`config.mk`:
```
export PLATFORM = sky130hd
export DESIGN_NAME = comb_decimator
export DESIGN_NICKNAME = d
export VERILOG_FILES = /design/src/rtl/comb_decimator_pkg.sv /design/src/rtl/comb_decimator_delay_line.sv /design/src/rtl/comb_decimator.sv
export SDC_FILE = /design/constraint.sdc
export NUM_CORES = 1
export LEC_CHECK = 0
export CORE_MARGIN = 2
export CORE_UTILIZATION = 45
export DETAILED_ROUTE_END_ITERATION = 12
export DONT_BUFFER_PORTS = 1
export PLACE_DENSITY = 0.64
export SLEW_MARGIN = 20
export SYNTH_ARGS = -nofsm -noshare
export SYNTH_HDL_FRONTEND = slang
export SYNTH_SLANG_ARGS = --single-unit
```
`constraint.sdc`:
```
create_clock -name system1000 -period 1.7 [get_ports system1000]
set_input_delay 0.34 -clock system1000 [delete_from_list [all_inputs] [get_ports system1000]]
set_output_delay 0.34 -clock system1000 [all_outputs]
set_load 0.03 [all_outputs]
```
`src/rtl/comb_decimator_pkg.sv`:
```
// Shared types and helpers for the decimating comb stage.
// Holds the default sample type, the sample range limits and the phase-counter width helper.
package comb_decimator_types;

  // Default sample width, matching the upstream integrator.
  localparam int SAMPLE_W = 10;

  typedef logic signed [SAMPLE_W-1:0] sample_t;

  localparam sample_t SAMPLE_MAX = sample_t'(511);
  localparam sample_t SAMPLE_MIN = sample_t'(-512);

  // The phase counter needs clog2(n) bits. For n of 1 or 2 that gives 0 or 1,
  // so a minimum of 1 bit is enforced to keep the vector legal.
  function automatic int cnt_width(input int n);
    return (n <= 2) ? 1 : $clog2(n);
  endfunction

endpackage

```
`src/rtl/comb_decimator_delay_line.sv`:
```
// comb_delay_line: DEPTH-deep shift register of signed samples.
// It has a shift enable and an async active-low clear. The oldest entry is presented on tap_last.
module comb_delay_line
  import comb_decimator_types::*;
#(
  parameter int DATA_W = SAMPLE_W,
  parameter int DEPTH  = 1
) (
  input  logic                     system1000,
  input  logic                     system1000_rstn,
  input  logic                     shift_en,
  input  logic signed [DATA_W-1:0] din,
  output logic signed [DATA_W-1:0] tap_last
);

  logic signed [DATA_W-1:0] taps [DEPTH];

  // Shift a new sample in on each enabled edge; reset clears all entries to zero.
  always_ff @(posedge system1000 or negedge system1000_rstn) begin
    if (!system1000_rstn) begin
      for (int i = 0; i < DEPTH; i++) taps[i] <= '0;
    end else if (shift_en) begin
      taps[0] <= din;
      for (int i = 1; i < DEPTH; i++) taps[i] <= taps[i-1];
    end
  end

  assign tap_last = taps[DEPTH-1];

endmodule

```
`src/rtl/comb_decimator.sv`:
```
// comb_decimator: decimating comb (differentiator) half of a CIC chain.
// It keeps every DECIM-th valid sample and outputs that sample minus the sample kept DIFF_DELAY decimated periods earlier.
// Each result comes with a one-cycle out_valid strobe.
// Optional build macro COMB_SATURATE_EN: when it is defined, the subtraction is clamped to the sample range.
// When it is undefined, the subtraction wraps modulo 2^DATA_W, which lets integrator overflow cancel.
module comb_decimator
  import comb_decimator_types::*;
#(
  parameter int DATA_W     = SAMPLE_W,
  parameter int DECIM      = 4,
  parameter int DIFF_DELAY = 1
) (
  input  logic                     system1000,
  input  logic                     system1000_rstn,
  input  logic signed [DATA_W-1:0] in_data,
  input  logic                     in_valid,
  output logic signed [DATA_W-1:0] out_data,
  output logic                     out_valid
);

  localparam int               CNT_W    = cnt_width(DECIM);
  localparam logic [CNT_W-1:0] CNT_LAST = CNT_W'(DECIM - 1);

  logic [CNT_W-1:0]         cnt;
  logic                     capture;
  logic signed [DATA_W-1:0] prev;
  logic signed [DATA_W-1:0] diff;

  assign capture = in_valid && (cnt == CNT_LAST);

  // Phase counter: advances on valid samples only and wraps after DECIM of them.
  always_ff @(posedge system1000 or negedge system1000_rstn) begin
    if (!system1000_rstn) cnt <= '0;
    else if (in_valid)    cnt <= capture ? '0 : cnt + 1'b1;
  end

  comb_delay_line #(
    .DATA_W (DATA_W),
    .DEPTH  (DIFF_DELAY)
  ) u_delay (
    .system1000      (system1000),
    .system1000_rstn (system1000_rstn),
    .shift_en        (capture),
    .din             (in_data),
    .tap_last        (prev)
  );

`ifdef COMB_SATURATE_EN
  localparam logic signed [DATA_W:0] SAT_MAX = {2'b00, {(DATA_W-1){1'b1}}};
  localparam logic signed [DATA_W:0] SAT_MIN = {2'b11, {(DATA_W-1){1'b0}}};

  logic signed [DATA_W:0] wide;

  assign wide = {in_data[DATA_W-1], in_data} - {prev[DATA_W-1], prev};

  // Clamp the one-bit-wider difference back into the sample range.
  always_comb begin
    diff = wide[DATA_W-1:0];
    if (wide > SAT_MAX)      diff = SAT_MAX[DATA_W-1:0];
    else if (wide < SAT_MIN) diff = SAT_MIN[DATA_W-1:0];
  end
`else
  assign diff = in_data - prev;
`endif

  // Register the comb result and raise the strobe one cycle after each capture.
  always_ff @(posedge system1000 or negedge system1000_rstn) begin
    if (!system1000_rstn) begin
      out_data  <= '0;
      out_valid <= 1'b0;
    end else begin
      out_valid <= capture;
      if (capture) out_data <= diff;
    end
  end

endmodule

```
==> results of run 1 <==
==> metal layers <==
| layer | global-route usage (%) | wire length (µm) | up-vias |
|---|---|---|---|
| met4 | 7.97 | 46 | 0 |
| met2 | 25.6 | 1130 | 29 |
| met3 | 3.63 | 128 | 5 |
| met1 | 19.1 | 1030 | 426 |
| li1 | - | - | 465 |
| met5 | 0 | 0 | - |
==> stage by stage <==
step           TNS, ns  hold slack (ns)  util (%)
3_3_place_gp    -0.131           0.0450      49.4
3_5_place_dp    -0.262           0.0450      49.4
2_1_floorplan  -0.0400           0.0444         -
5_1_grt         -0.486         0.000490      51.3
6_report        -0.124          -0.0271      51.3
4_1_cts         -0.242           0.0978      50.8
==> synth_stat cells, types with 2 or more instances <==
cell type                  count
sky130_fd_sc_hd__nand2b_1      3
sky130_fd_sc_hd__inv_1        11
sky130_fd_sc_hd__o21ai_0      12
sky130_fd_sc_hd__a21oi_1       2
sky130_fd_sc_hd__ha_1         10
sky130_fd_sc_hd__a21oi_2       2
sky130_fd_sc_hd__nor3_1        2
sky130_fd_sc_hd__nor2_1        4
sky130_fd_sc_hd__buf_2         3
sky130_fd_sc_hd__xor2_1        4
sky130_fd_sc_hd__mux2_1        2
sky130_fd_sc_hd__o211ai_1      2
sky130_fd_sc_hd__mux2i_1       2
sky130_fd_sc_hd__o31ai_1       2
sky130_fd_sc_hd__o21ai_1       9
sky130_fd_sc_hd__a211oi_1      3
sky130_fd_sc_hd__o21a_1        2
sky130_fd_sc_hd__dfrtp_1      23
sky130_fd_sc_hd__nand2_1      23
==> kinds of logic (layout without fill, tap and decap cells) <==
kind of cell / after synthesis / count (layout)
multiplexers: 5 / 5
XOR/XNOR: 5 / 5
adder cells (fa/ha/maj): 11 / 11
flip-flops: 23 / 23
buffers and inverters: 16 / 21
AO/OA/AOI/OAI: 39 / 39
AND/OR/NAND/NOR: 34 / 34
==> worst reg2reg max path: stages (launching register included) <==
cell,delay [ns]
sky130_fd_sc_hd__dfrtp_1,0.40
sky130_fd_sc_hd__ha_4,0.14
sky130_fd_sc_hd__inv_2,0.03
sky130_fd_sc_hd__fa_2,0.36
sky130_fd_sc_hd__a211oi_4,0.25
sky130_fd_sc_hd__o21ai_1,0.10
sky130_fd_sc_hd__a21oi_1,0.16
sky130_fd_sc_hd__xor2_1,0.16
sky130_fd_sc_hd__o21ai_1,0.07
==> cells in the final DEF, fill, tap and decap left out, drive strengths merged <==
cell	count
xnor2	1
xor2	4
and2	1
nor3	2
ha	10
dfrtp	23
o211ai	2
nor2	4
nand2	23
fa	1
a31oi	1
a21oi	4
mux2i	2
o31ai	3
o21ai	21
a211oi	4
mux2	3
nand2b	3
inv	12
buf	5
nand3b	1
a21o	1
o21a	2
clkbuf	4
a22oi	1
==> area by class of cell <==
| class | count | share of cell area [%] |
|---|---|---|
| Sequential cell | 23 | 41.4 |
| Inverter | 12 | 3.42 |
| Clock buffer | 4 | 1.89 |
| Tap cell | 31 | 2.79 |
| Multi-Input combinational cell | 94 | 48.0 |
| Timing Repair Buffer | 5 | 2.52 |
==> timing repair <==
action                                  CTS  global route
gates resized for setup                   0             4
hold buffers                              1             0
hold endpoints to repair                 23             0
endpoints found under the setup margin    3             5
pin swaps                                10             7
==> state kept, by name, indices dropped and copies added, names as in the netlist <==
signal	cells
cnt	2
out_data	10
out_valid	1
u_delay.tap_last	10
==> power breakdown <==
part,internal (mW),switching (mW),total (mW)
logic,0.544,0.711,1.25
registers,0.793,0.355,1.15
clock network,0.0917,0.162,0.254
==> worst paths after layout <==
| kind | slack (ns) | cells past startpoint | end |
|---|---|---|---|
| worst max-delay path | -0.07 | 8 | out_data[6] |
| worst min-delay path | -0.03 | 1 | out_data[2] |
| worst max register to register | -0.07 | 8 | out_data[6] |
| worst min register to register | 0.49 | 1 | cnt[0] |
| max in group asynchronous | 1.38 | 1 | u_delay.tap_last[0] |
| min in group system1000 | 0.10 | 1 | cnt[0] |
==> results.md, run 1 <==
| Step | Result | Reported |
|:---|:---|:---|
| outcome | Run status | complete, but fails checks |
| outcome | Violations in the final reports | hold timing, setup timing |
| clocking | Total CTS buffers | 3 |
| cells and area | Final net count | 163 |
| sta | Actual slew at the worst max-slew pin | 0.505 ns |
| job | Maxcap violations | 0 |
| detailed routing | Starting DRC count in detailed routing | 24 |
| sta | Max frequency | 566 MHz |
| critical path | Startpoint type of the worst setup path | flop |
| synthesis | Main area contributors after synthesis | sky130_fd_sc_hd__dfrtp_1 45%, sky130_fd_sc_hd__ha_1 9.8%, sky130_fd_sc_hd__nand2_1 6.8% |
| cells and area | Layout cell share with drive strength beyond 1 | 13.8% |
| sta | Final Skew | 0.00209 ns |
| global route | Global-route wire length before repair | 3940 µm |
| floorplan | Die area | 3270 µm² |
| floorplan | I/O pin count | 24 |
| clocking | Cell chosen for the clock root | sky130_fd_sc_hd__clkbuf_4 |
| detailed routing | DR DRC count | 0 |
| placed design | Placement Cell Area | 1340 µm² |
| cells and area | Number of fill cells | 261 |
| detailed routing | Count of vias placed by the detailed router | 925 |
| critical path | Gate family responsible for the most delay along the worst path | compound AO/OA/AOI/OAI gates |
| synthesis | Gate Count Post-Synth | 133 |
| power | Power, Total | 2.66 mW |
| power | VDD IR max | 1.04 mV |
| detailed routing | First-pass iteration count of the detailed router | 6 |
| global route | Overall global routing resource usage | 15.6% |
| synthesis | Cell accounting for the most synthesized area | sky130_fd_sc_hd__dfrtp_1 |
| floorplan | Area of the core region | 2710 µm² |
| synthesis | Dominant combinational cell family by area after synthesis | compound AO/OA/AOI/OAI gates |
| synthesis | Proportion of netlist area held by the largest area contributor | 45.2% |
| placed design | Pre-CTS worst setup slack | -0.103 ns |
| synthesis | Count of cell types in the netlist | 31 |
| floorplan | Number of rows in the core area | 19 |
| floorplan | Die Y | 57.2 µm |
| clocking | H-tree Lvls | 1 |
| clocking | Clock Pin Slew Worst Setup and Hold Paths | 0.12 ns |
| sta | Final Max Slew Viols | 0 |
| synthesis | Fraction of the mapped netlist area in compound gates | 19.4% |
| sta | RSZ-0062 raised after global routing | yes |
| sta | Min Clock Period, post-route | 1.77 ns |
| cells and area | Number of antenna diodes | 0 |
| critical path | Critical path endpoint category | flop |
| synthesis | EDFF count, synth | 0 |
| min path | Worst min-delay path class | in2async |
| placed design | Placed instance count | 164 |
| cells and area | Area growth from synthesis to final layout | 9.34% |
| synthesis | Proportion of synthesized area in mux cells | 4.23% |
| power | Pwr per Cell Area | 1910 nW/µm² |
| sta | Worst Setup Slack, final | -0.0679 ns |
| global route | Pin count of the biggest net entering global routing | 24 |
| critical path | Max FO, Critical Path | 3 |
| clocking | Post-CTS Setup Inserts | 0 |
| sta | Final-report hold violation count | 23 |
| placed design | Port buffer count | 0 |
| placed design | Final Wtd Congestion | 0.807 |
| global route | Leftover overflow at the end of global routing | 0 |
| sta | Number of endpoints failing setup at the final stage | 2 |
| clocking | Clock sink count | 23 |
| clocking | Insertion delay of the later-clocked pin in the worst-skew pair | 0.31 ns |
| floorplan | Die Span X | 57.2 µm |
| synthesis | Async set-reset flop share out of synthesis | 100% |
| critical path | Setup Crit Path Kind | reg2reg |
| critical path | Critical Path RT | 1.91 ns |
| critical path | Startpoint of the worst-slack reg-to-reg timing path | u_delay.tap_last[0] |
| detailed routing | Drt total wl | 2340 µm |
| sta | WHS | -0.0271 ns |
| critical path | Library cell appearing most often on the critical path | sky130_fd_sc_hd__o21ai_1 |
| synthesis | Arithmetic-cell share of the synthesized area counting full adders, half adders and majority gates | 11.4% |
| critical path | Worst path bufs/invs | 1 |
| critical path | Data arrival, critical path | 1.98 ns |
| synthesis | Mean instance size in the synthesized netlist | 9.57 µm² |
| sta | Share of the clock period used by the worst path after layout | 104% |
| cells and area | Layout Cell Area excl Fill | 1390 µm² |
| synthesis | Post-Syn Area | 1270 µm² |
| global route | Number of antenna violations at the first check in global routing | 0 |
| synthesis | Net Count, Synth | 157 |
| clocking | Clock buffer depth | 2 |
| synthesis | Part of the Yosys area used for sequential elements | 45.2% |
| cells and area | Final cell count without fillers | 169 |
| critical path | Ordered list of cells on the worst path | ha_4 -> inv_2 -> fa_2 -> a211oi_4 -> o21ai_1 -> a21oi_1 -> xor2_1 -> o21ai_1 |
| detailed routing | Avg WL per Cell | 13.8 µm |
| power | Leakage power | 0.632 nW |
| critical path | Crit path largest cell delay | 0.40 ns |
| global route | Number of global-route vias before repair | 901 |
| detailed routing | Antenna Nets Post-Route | 0 |
| synthesis | Xor/xnor share of the synthesized area | 3.44% |
| critical path | Slowest cell on the critical path | sky130_fd_sc_hd__dfrtp_1 |
| cells and area | Footprint of the flip-flops and latches | 576 µm² |
| synthesis | Synth Warn # | 0 |
| sta | Relative max-transition margin | 66.3% |
| placed design | Placed wire-length estimate | 1760 µm |
| synthesis | Total of flip-flops plus latches after synthesis | 23 |
| floorplan | Starting density of the core | 47.0% |
| detailed routing | Detailed-route vias per instance | 5.47 |
| critical path | Origin of the worst setup path | u_delay.tap_last[0] |
| clocking | Clock tree from TritonCTS | built |
| cells and area | Multi-input logic area | 668 µm² |
| synthesis | Post-Synth Simple-Gate Area | 11.3% |
| synthesis | Most used flip-flop cell after synthesis | sky130_fd_sc_hd__dfrtp_1 |
Note: power is estimated with default switching activity, not from simulation.
==> run 2, diff against run 1 <==
- CORE_MARGIN: 2 -> not set
- PLACE_DENSITY: 0.64 -> 0.67
==> run 2 against run 1 <==
Compared with the run above:
- combinational power up 4%
- largest power group unchanged
- the flow still finishes with violations (hold timing, setup timing)
- wire length up 1.1%
- global-route usage up 1.4 points
- sequential share of layout area down 0.62 points
- utilization up 3.7 points
- via count up 0.32%
- critical path depth unchanged
- clock power down 2%
==> results.md, run 2 (synthesis results as in run 1) <==
| Step | Result | Reported |
|:---|:---|:---|
| outcome | Run status | complete, but fails checks |
| outcome | Violations in the final reports | hold timing, setup timing |
| placed design | Final Wtd Congestion | 0.869 |
| cells and area | Share of the core filled with cells | 55.0% |
| detailed routing | Count of vias placed by the detailed router | 928 |
| detailed routing | DR DRC count | 0 |
| clocking | Post-CTS Setup Inserts | 0 |
| placed design | Port buffer count | 0 |
| min path | Worst min-delay path class | in2async |
| floorplan | Area of the core region | 2570 µm² |
| cells and area | Area growth from synthesis to final layout | 11.0% |
| global route | Peak-usage layer in the global routing report | met2 |
| clocking | Clock tree from TritonCTS | built |
| placed design | Placed instance count | 161 |
| detailed routing | First-pass iteration count of the detailed router | 4 |
| sta | Worst Setup Slack, final | -0.0835 ns |
| clocking | Clock buffer depth | 2 |
| floorplan | Die Y | 55.2 µm |
| global route | Number of global-route vias before repair | 853 |
| clocking | Clock sink count | 23 |
| floorplan | Die Span X | 55.2 µm |
| floorplan | Die area | 3040 µm² |
| detailed routing | Avg WL per Cell | 14.2 µm |
| power | Leakage power | 0.625 nW |
| clocking | Cell chosen for the clock root | sky130_fd_sc_hd__clkbuf_4 |
| cells and area | Layout cell share with drive strength beyond 1 | 16.2% |
| power | Pwr per Cell Area | 1920 nW/µm² |
| global route | Global-route wire length before repair | 3650 µm |
| cells and area | Number of antenna diodes | 0 |
| sta | Min Clock Period, post-route | 1.78 ns |
| cells and area | Final net count | 161 |
| clocking | Total CTS buffers | 3 |
| sta | Share of the clock period used by the worst path after layout | 105% |
| sta | WHS | -0.0184 ns |
| clocking | Clock Pin Slew Worst Setup and Hold Paths | 0.12 ns |
| critical path | Max FO, Critical Path | 3 |
| power | VDD IR max | 1.03 mV |
| floorplan | Starting density of the core | 49.6% |
| global route | Number of antenna violations at the first check in global routing | 0 |
| critical path | Critical path endpoint category | flop |
| floorplan | I/O pin count | 24 |
| critical path | Setup Crit Path Kind | reg2reg |
| job | Maxcap violations | 0 |
| sta | Final Max Slew Viols | 0 |
| sta | Number of endpoints failing setup at the final stage | 2 |
| cells and area | Commonest non-fill, non-tap cells in the layout | 23 x sky130_fd_sc_hd__nand2_1, 23 x sky130_fd_sc_hd__dfrtp_1, 12 x sky130_fd_sc_hd__o21ai_0, 9 x sky130_fd_sc_hd__inv_1, 8 x sky130_fd_sc_hd__o21ai_1 |
| global route | Leftover overflow at the end of global routing | 0 |
| global route | Met1 layer usage reported by global route | 22.8% |
| placed design | Pre-CTS worst setup slack | -0.123 ns |
| critical path | Reg-to-reg setup timing slack | -0.08 ns |
| detailed routing | Antenna Nets Post-Route | 0 |
| clocking | H-tree Lvls | 1 |
| sta | Relative max-transition margin | 66.0% |
| critical path | Data arrival, critical path | 1.99 ns |
| global route | Met3 routing resource usage after global routing | 3.83% |
| critical path | Critical Path RT | 1.90 ns |
| placed design | Placed wire-length estimate | 1760 µm |
| sta | Max frequency | 561 MHz |
| floorplan | Number of rows in the core area | 18 |
| cells and area | Final cell count without fillers | 166 |
| sta | Final-report hold violation count | 23 |
| sta | RSZ-0062 raised after global routing | yes |
| clocking | Insertion delay of the later-clocked pin in the worst-skew pair | 0.30 ns |
| detailed routing | Starting DRC count in detailed routing | 8 |
| critical path | Startpoint type of the worst setup path | flop |
| global route | Pin count of the biggest net entering global routing | 24 |
| sta | Final Skew | 0.00453 ns |
| global route | Met2 global-route usage | 26.7% |
| detailed routing | Detailed-route vias per instance | 5.59 |
| global route | Overall global routing resource usage | 17.0% |
| detailed routing | Drt total wl | 2360 µm |
| sta | Actual slew at the worst max-slew pin | 0.510 ns |
-- run 2: stage by stage --
step           power, mW  TNS (ns)  instance area (µm²)
6_report            2.71    -0.143                 1410
5_1_grt             2.94    -0.455                 1410
4_1_cts             2.61    -0.259                 1370
3_5_place_dp        2.31    -0.262                 1320
3_3_place_gp        2.25    -0.133                 1320
2_1_floorplan       2.07   -0.0400                 1290
-- run 2: area by class of cell --
type / instances / area, µm²
inverters: 12 / 47.5
repair buffers: 3 / 20.0
flip-flops and latches: 23 / 576
well taps: 30 / 37.5
multi-input cells: 94 / 706
fillers: 235 / 1150
clock buffers: 4 / 26.3
-- run 2: worst max-delay path, stage by stage, from the launching register on --
cell and delay (ns):
sky130_fd_sc_hd__dfrtp_1 0.40, sky130_fd_sc_hd__ha_4 0.15, sky130_fd_sc_hd__inv_2 0.03, sky130_fd_sc_hd__fa_2 0.36, sky130_fd_sc_hd__a211oi_4 0.25, sky130_fd_sc_hd__o211ai_1 0.11
sky130_fd_sc_hd__o211ai_1 0.12, sky130_fd_sc_hd__xor2_1 0.18, sky130_fd_sc_hd__o21ai_1 0.07
-- run 2: per-layer routing --
layer	vias up	wire [µm]
met5	-	0
met4	0	38
met3	4	140
met2	24	1110
met1	438	1070
li1	462	-
-- run 2: final timing paths --
path / start / to / cells after the start
setup / recovery: u_delay.tap_last[0] / out_data[8] / 8
hold / removal: system1000_rstn / u_delay.tap_last[0] / 1
setup reg to reg: u_delay.tap_last[0] / out_data[8] / 8
hold reg to reg: cnt[0] / cnt[0] / 1
max in group asynchronous: system1000_rstn / u_delay.tap_last[4] / 1
min in group system1000: in_valid / cnt[0] / 1
-- run 2: power by group --
group          switching [mW]  leakage (nW)  internal [mW]
Clock                   0.159        0.0150         0.0915
Combinational           0.726         0.326          0.575
Sequential              0.363         0.284          0.793
Total                    1.25         0.625           1.46
-- run 2: timing repair --
item / CTS / global route
resized for setup: 2 / 8
pin swaps: 5 / 7
hold buffers: 1 / 0
setup endpoints to repair: 3 / 6
hold endpoints to repair: 23 / 0
==> run 3, diff against run 2 <==
==> constraint.sdc (replaced) <==
create_clock -name system1000 -period 1.7 [get_ports system1000]
set_input_delay 0.255 -clock system1000 [delete_from_list [all_inputs] [get_ports system1000]]
set_output_delay 0.255 -clock system1000 [all_outputs]
set_load 0.03 [all_outputs]
==> run 3 against run 2 <==
Compared with the run above:
- the flow finishes with violations (setup timing)
- fmax fell by 0.97%
- global-route usage fell by 0.48 points
- critical path depth did not move
==> results.md, run 3 (synthesis results as in run 1) <==
| Step | Result | Reported |
|:---|:---|:---|
| outcome | Run status | complete, but fails checks |
| outcome | Violations in the final reports | setup timing |
| power | Psw | 1.20 mW |
| placed design | Placement Cell Area | 1320 µm² |
| critical path | Ordered list of cells on the worst path | ha_2 -> inv_2 -> fa_2 -> a211oi_2 -> o211ai_1 -> o211ai_1 -> xor2_1 -> o21ai_1 |
| clocking | Clock tree from TritonCTS | built |
| power | Internal Power | 1.40 mW |
| min path | Worst min-delay path class | in2reg |
| sta | Final Skew | 0.00881 ns |
| sta | Final-report hold violation count | 0 |
| global route | Pin count of the biggest net entering global routing | 24 |
| cells and area | Area growth from synthesis to final layout | 8.46% |
| power | Leakage power | 0.628 nW |
| detailed routing | Antenna Nets Post-Route | 0 |
| power | Sequential power share | 44.1% |
| detailed routing | Avg WL per Cell | 13.7 µm |
| detailed routing | Drt total wl | 2300 µm |
| sta | Final Max Slew Viols | 0 |
| clocking | Clock buffer depth | 2 |
| detailed routing | Detailed-route vias per instance | 5.46 |
| critical path | Library cell appearing most often on the critical path | sky130_fd_sc_hd__o211ai_1 |
| global route | Global-route wire length before repair | 3550 µm |
| floorplan | Number of rows in the core area | 18 |
| detailed routing | First-pass iteration count of the detailed router | 4 |
| floorplan | Die Y | 55.2 µm |
| placed design | Final Wtd Congestion | 0.889 |
| sta | Share of the clock period used by the worst path after layout | 106% |
| critical path | Data arrival, critical path | 2.01 ns |
| floorplan | Die area | 3040 µm² |
| global route | Leftover overflow at the end of global routing | 0 |
| clocking | Total CTS buffers | 3 |
| critical path | Reg-to-reg setup timing slack | -0.10 ns |
| floorplan | I/O pin count | 24 |
| critical path | Critical Path RT | 1.91 ns |
| critical path | Crit path largest cell delay | 0.37 ns |
| floorplan | Starting density of the core | 49.6% |
| critical path | Startpoint type of the worst setup path | flop |
| clocking | Clock sink count | 23 |
| global route | Number of global-route vias before repair | 813 |
| cells and area | Layout cell share with drive strength beyond 1 | 14.5% |
| global route | Number of antenna violations at the first check in global routing | 0 |
| critical path | Worst path bufs/invs | 1 |
| sta | Number of endpoints failing setup at the final stage | 2 |
| clocking | Clock Pin Slew Worst Setup and Hold Paths | 0.13 ns |
| cells and area | Number of fill cells | 233 |
| placed design | Port buffer count | 0 |
| critical path | Max FO, Critical Path | 3 |
| clocking | Post-CTS Setup Inserts | 0 |
| clocking | Insertion delay of the later-clocked pin in the worst-skew pair | 0.32 ns |
| power | Pwr per Cell Area | 1890 nW/µm² |
| cells and area | Final net count | 163 |
| floorplan | Die Span X | 55.2 µm |
| floorplan | Area of the core region | 2570 µm² |
| critical path | Gate family responsible for the most delay along the worst path | compound AO/OA/AOI/OAI gates |
| power | Gate power share | 45.9% |
| clocking | H-tree Lvls | 1 |
| critical path | Slowest cell on the critical path | sky130_fd_sc_hd__dfrtp_1 |
| detailed routing | Starting DRC count in detailed routing | 23 |
| job | Maxcap violations | 0 |
| detailed routing | DR DRC count | 0 |
| critical path | Setup Crit Path Kind | reg2reg |
| sta | Worst Setup Slack, final | -0.101 ns |
| power | VDD IR max | 0.837 mV |
| cells and area | Layout Cell Area excl Fill | 1380 µm² |
| cells and area | Number of antenna diodes | 0 |
| cells and area | Commonest non-fill, non-tap cells in the layout | 23 x sky130_fd_sc_hd__nand2_1, 23 x sky130_fd_sc_hd__dfrtp_1, 12 x sky130_fd_sc_hd__o21ai_0, 9 x sky130_fd_sc_hd__inv_1 |
| placed design | Placed wire-length estimate | 1700 µm |
| detailed routing | Count of vias placed by the detailed router | 917 |
| sta | Relative max-transition margin | 64.9% |
| sta | Actual slew at the worst max-slew pin | 0.526 ns |
| global route | Overall global routing resource usage | 16.5% |
| power | Share of total power in the clock network | 10.0% |
| critical path | Critical path endpoint category | flop |
| sta | Min Clock Period, post-route | 1.80 ns |
| power | Sw Share | 46.2% |
| sta | RSZ-0062 raised after global routing | yes |
| sta | Max frequency | 555 MHz |
| power | Power, Total | 2.61 mW |
| clocking | Cell chosen for the clock root | sky130_fd_sc_hd__clkbuf_4 |
| sta | WHS | 0.0145 ns |
==> run 3: final timing paths <==
check	startpoint	endpoint	cells after the start
min in group asynchronous	system1000_rstn	out_data[0]	2
max in group asynchronous	system1000_rstn	u_delay.tap_last[8]	2
max	u_delay.tap_last[0]	out_data[8]	8
min	in_valid	cnt[0]	1
min reg2reg	cnt[0]	cnt[0]	1
max reg2reg	u_delay.tap_last[0]	out_data[8]	8
==> run 3: worst reg2reg max path, cell delays in order, from the launching register on <==
cell                       delay, ns
sky130_fd_sc_hd__dfrtp_1        0.37
sky130_fd_sc_hd__ha_2           0.19
sky130_fd_sc_hd__inv_2          0.04
sky130_fd_sc_hd__fa_2           0.34
sky130_fd_sc_hd__a211oi_2       0.27
sky130_fd_sc_hd__o211ai_1       0.13
sky130_fd_sc_hd__o211ai_1       0.11
sky130_fd_sc_hd__xor2_1         0.16
sky130_fd_sc_hd__o21ai_1        0.08
==> run 3: through the flow <==
stage | instances | setup slack [ns] | util [%] | setup TNS, ns
2_1_floorplan | 133 | 0.0158 | - | 0
5_1_grt | 168 | -0.195 | 53.8 | -0.529
6_report | 168 | -0.101 | 53.8 | -0.193
3_3_place_gp | 162 | -0.0447 | 51.3 | -0.0666
4_1_cts | 167 | -0.108 | 52.8 | -0.205
3_5_place_dp | 162 | -0.0665 | 51.3 | -0.111
==> run 3: repair_timing <==
| item | CTS | global route |
|---|---|---|
| pin swaps | 1 | 5 |
| hold endpoints to repair | 23 | 23 |
| hold buffers | 1 | 1 |
| gates resized for setup | 2 | 5 |
| setup endpoints to repair | 3 | 6 |
==> run 3: final cells by class <==
| class | instances | area (µm²) | area share, % |
|---|---|---|---|
| multi-input cells | 94 | 658 | 47.7 |
| flip-flops and latches | 23 | 576 | 41.7 |
| repair buffers | 5 | 37.5 | 2.72 |
| well taps | 30 | 37.5 | 2.72 |
| clock buffers | 4 | 26.3 | 1.90 |
| inverters | 12 | 45.0 | 3.26 |
==> run 3: per-layer routing <==
| metal | vias up | global-route usage [%] | wire length (µm) |
|---|---|---|---|
| li1 | 463 | - | - |
| met1 | 426 | 22.6 | 1080 |
| met2 | 23 | 24.9 | 1050 |
| met3 | 5 | 3.55 | 138 |
| met4 | 0 | 7.50 | 37 |
| met5 | - | 0 | 0 |
==> run 3: power groups by stage <==
stage	clock network [mW]	registers, mW	logic (mW)
after floorplan	0	1.13	0.926
after global placement	0	1.15	1.09
after detailed placement	0	1.16	1.13
after CTS	0.274	1.15	1.15
after global routing	0.280	1.18	1.35
final	0.261	1.15	1.20
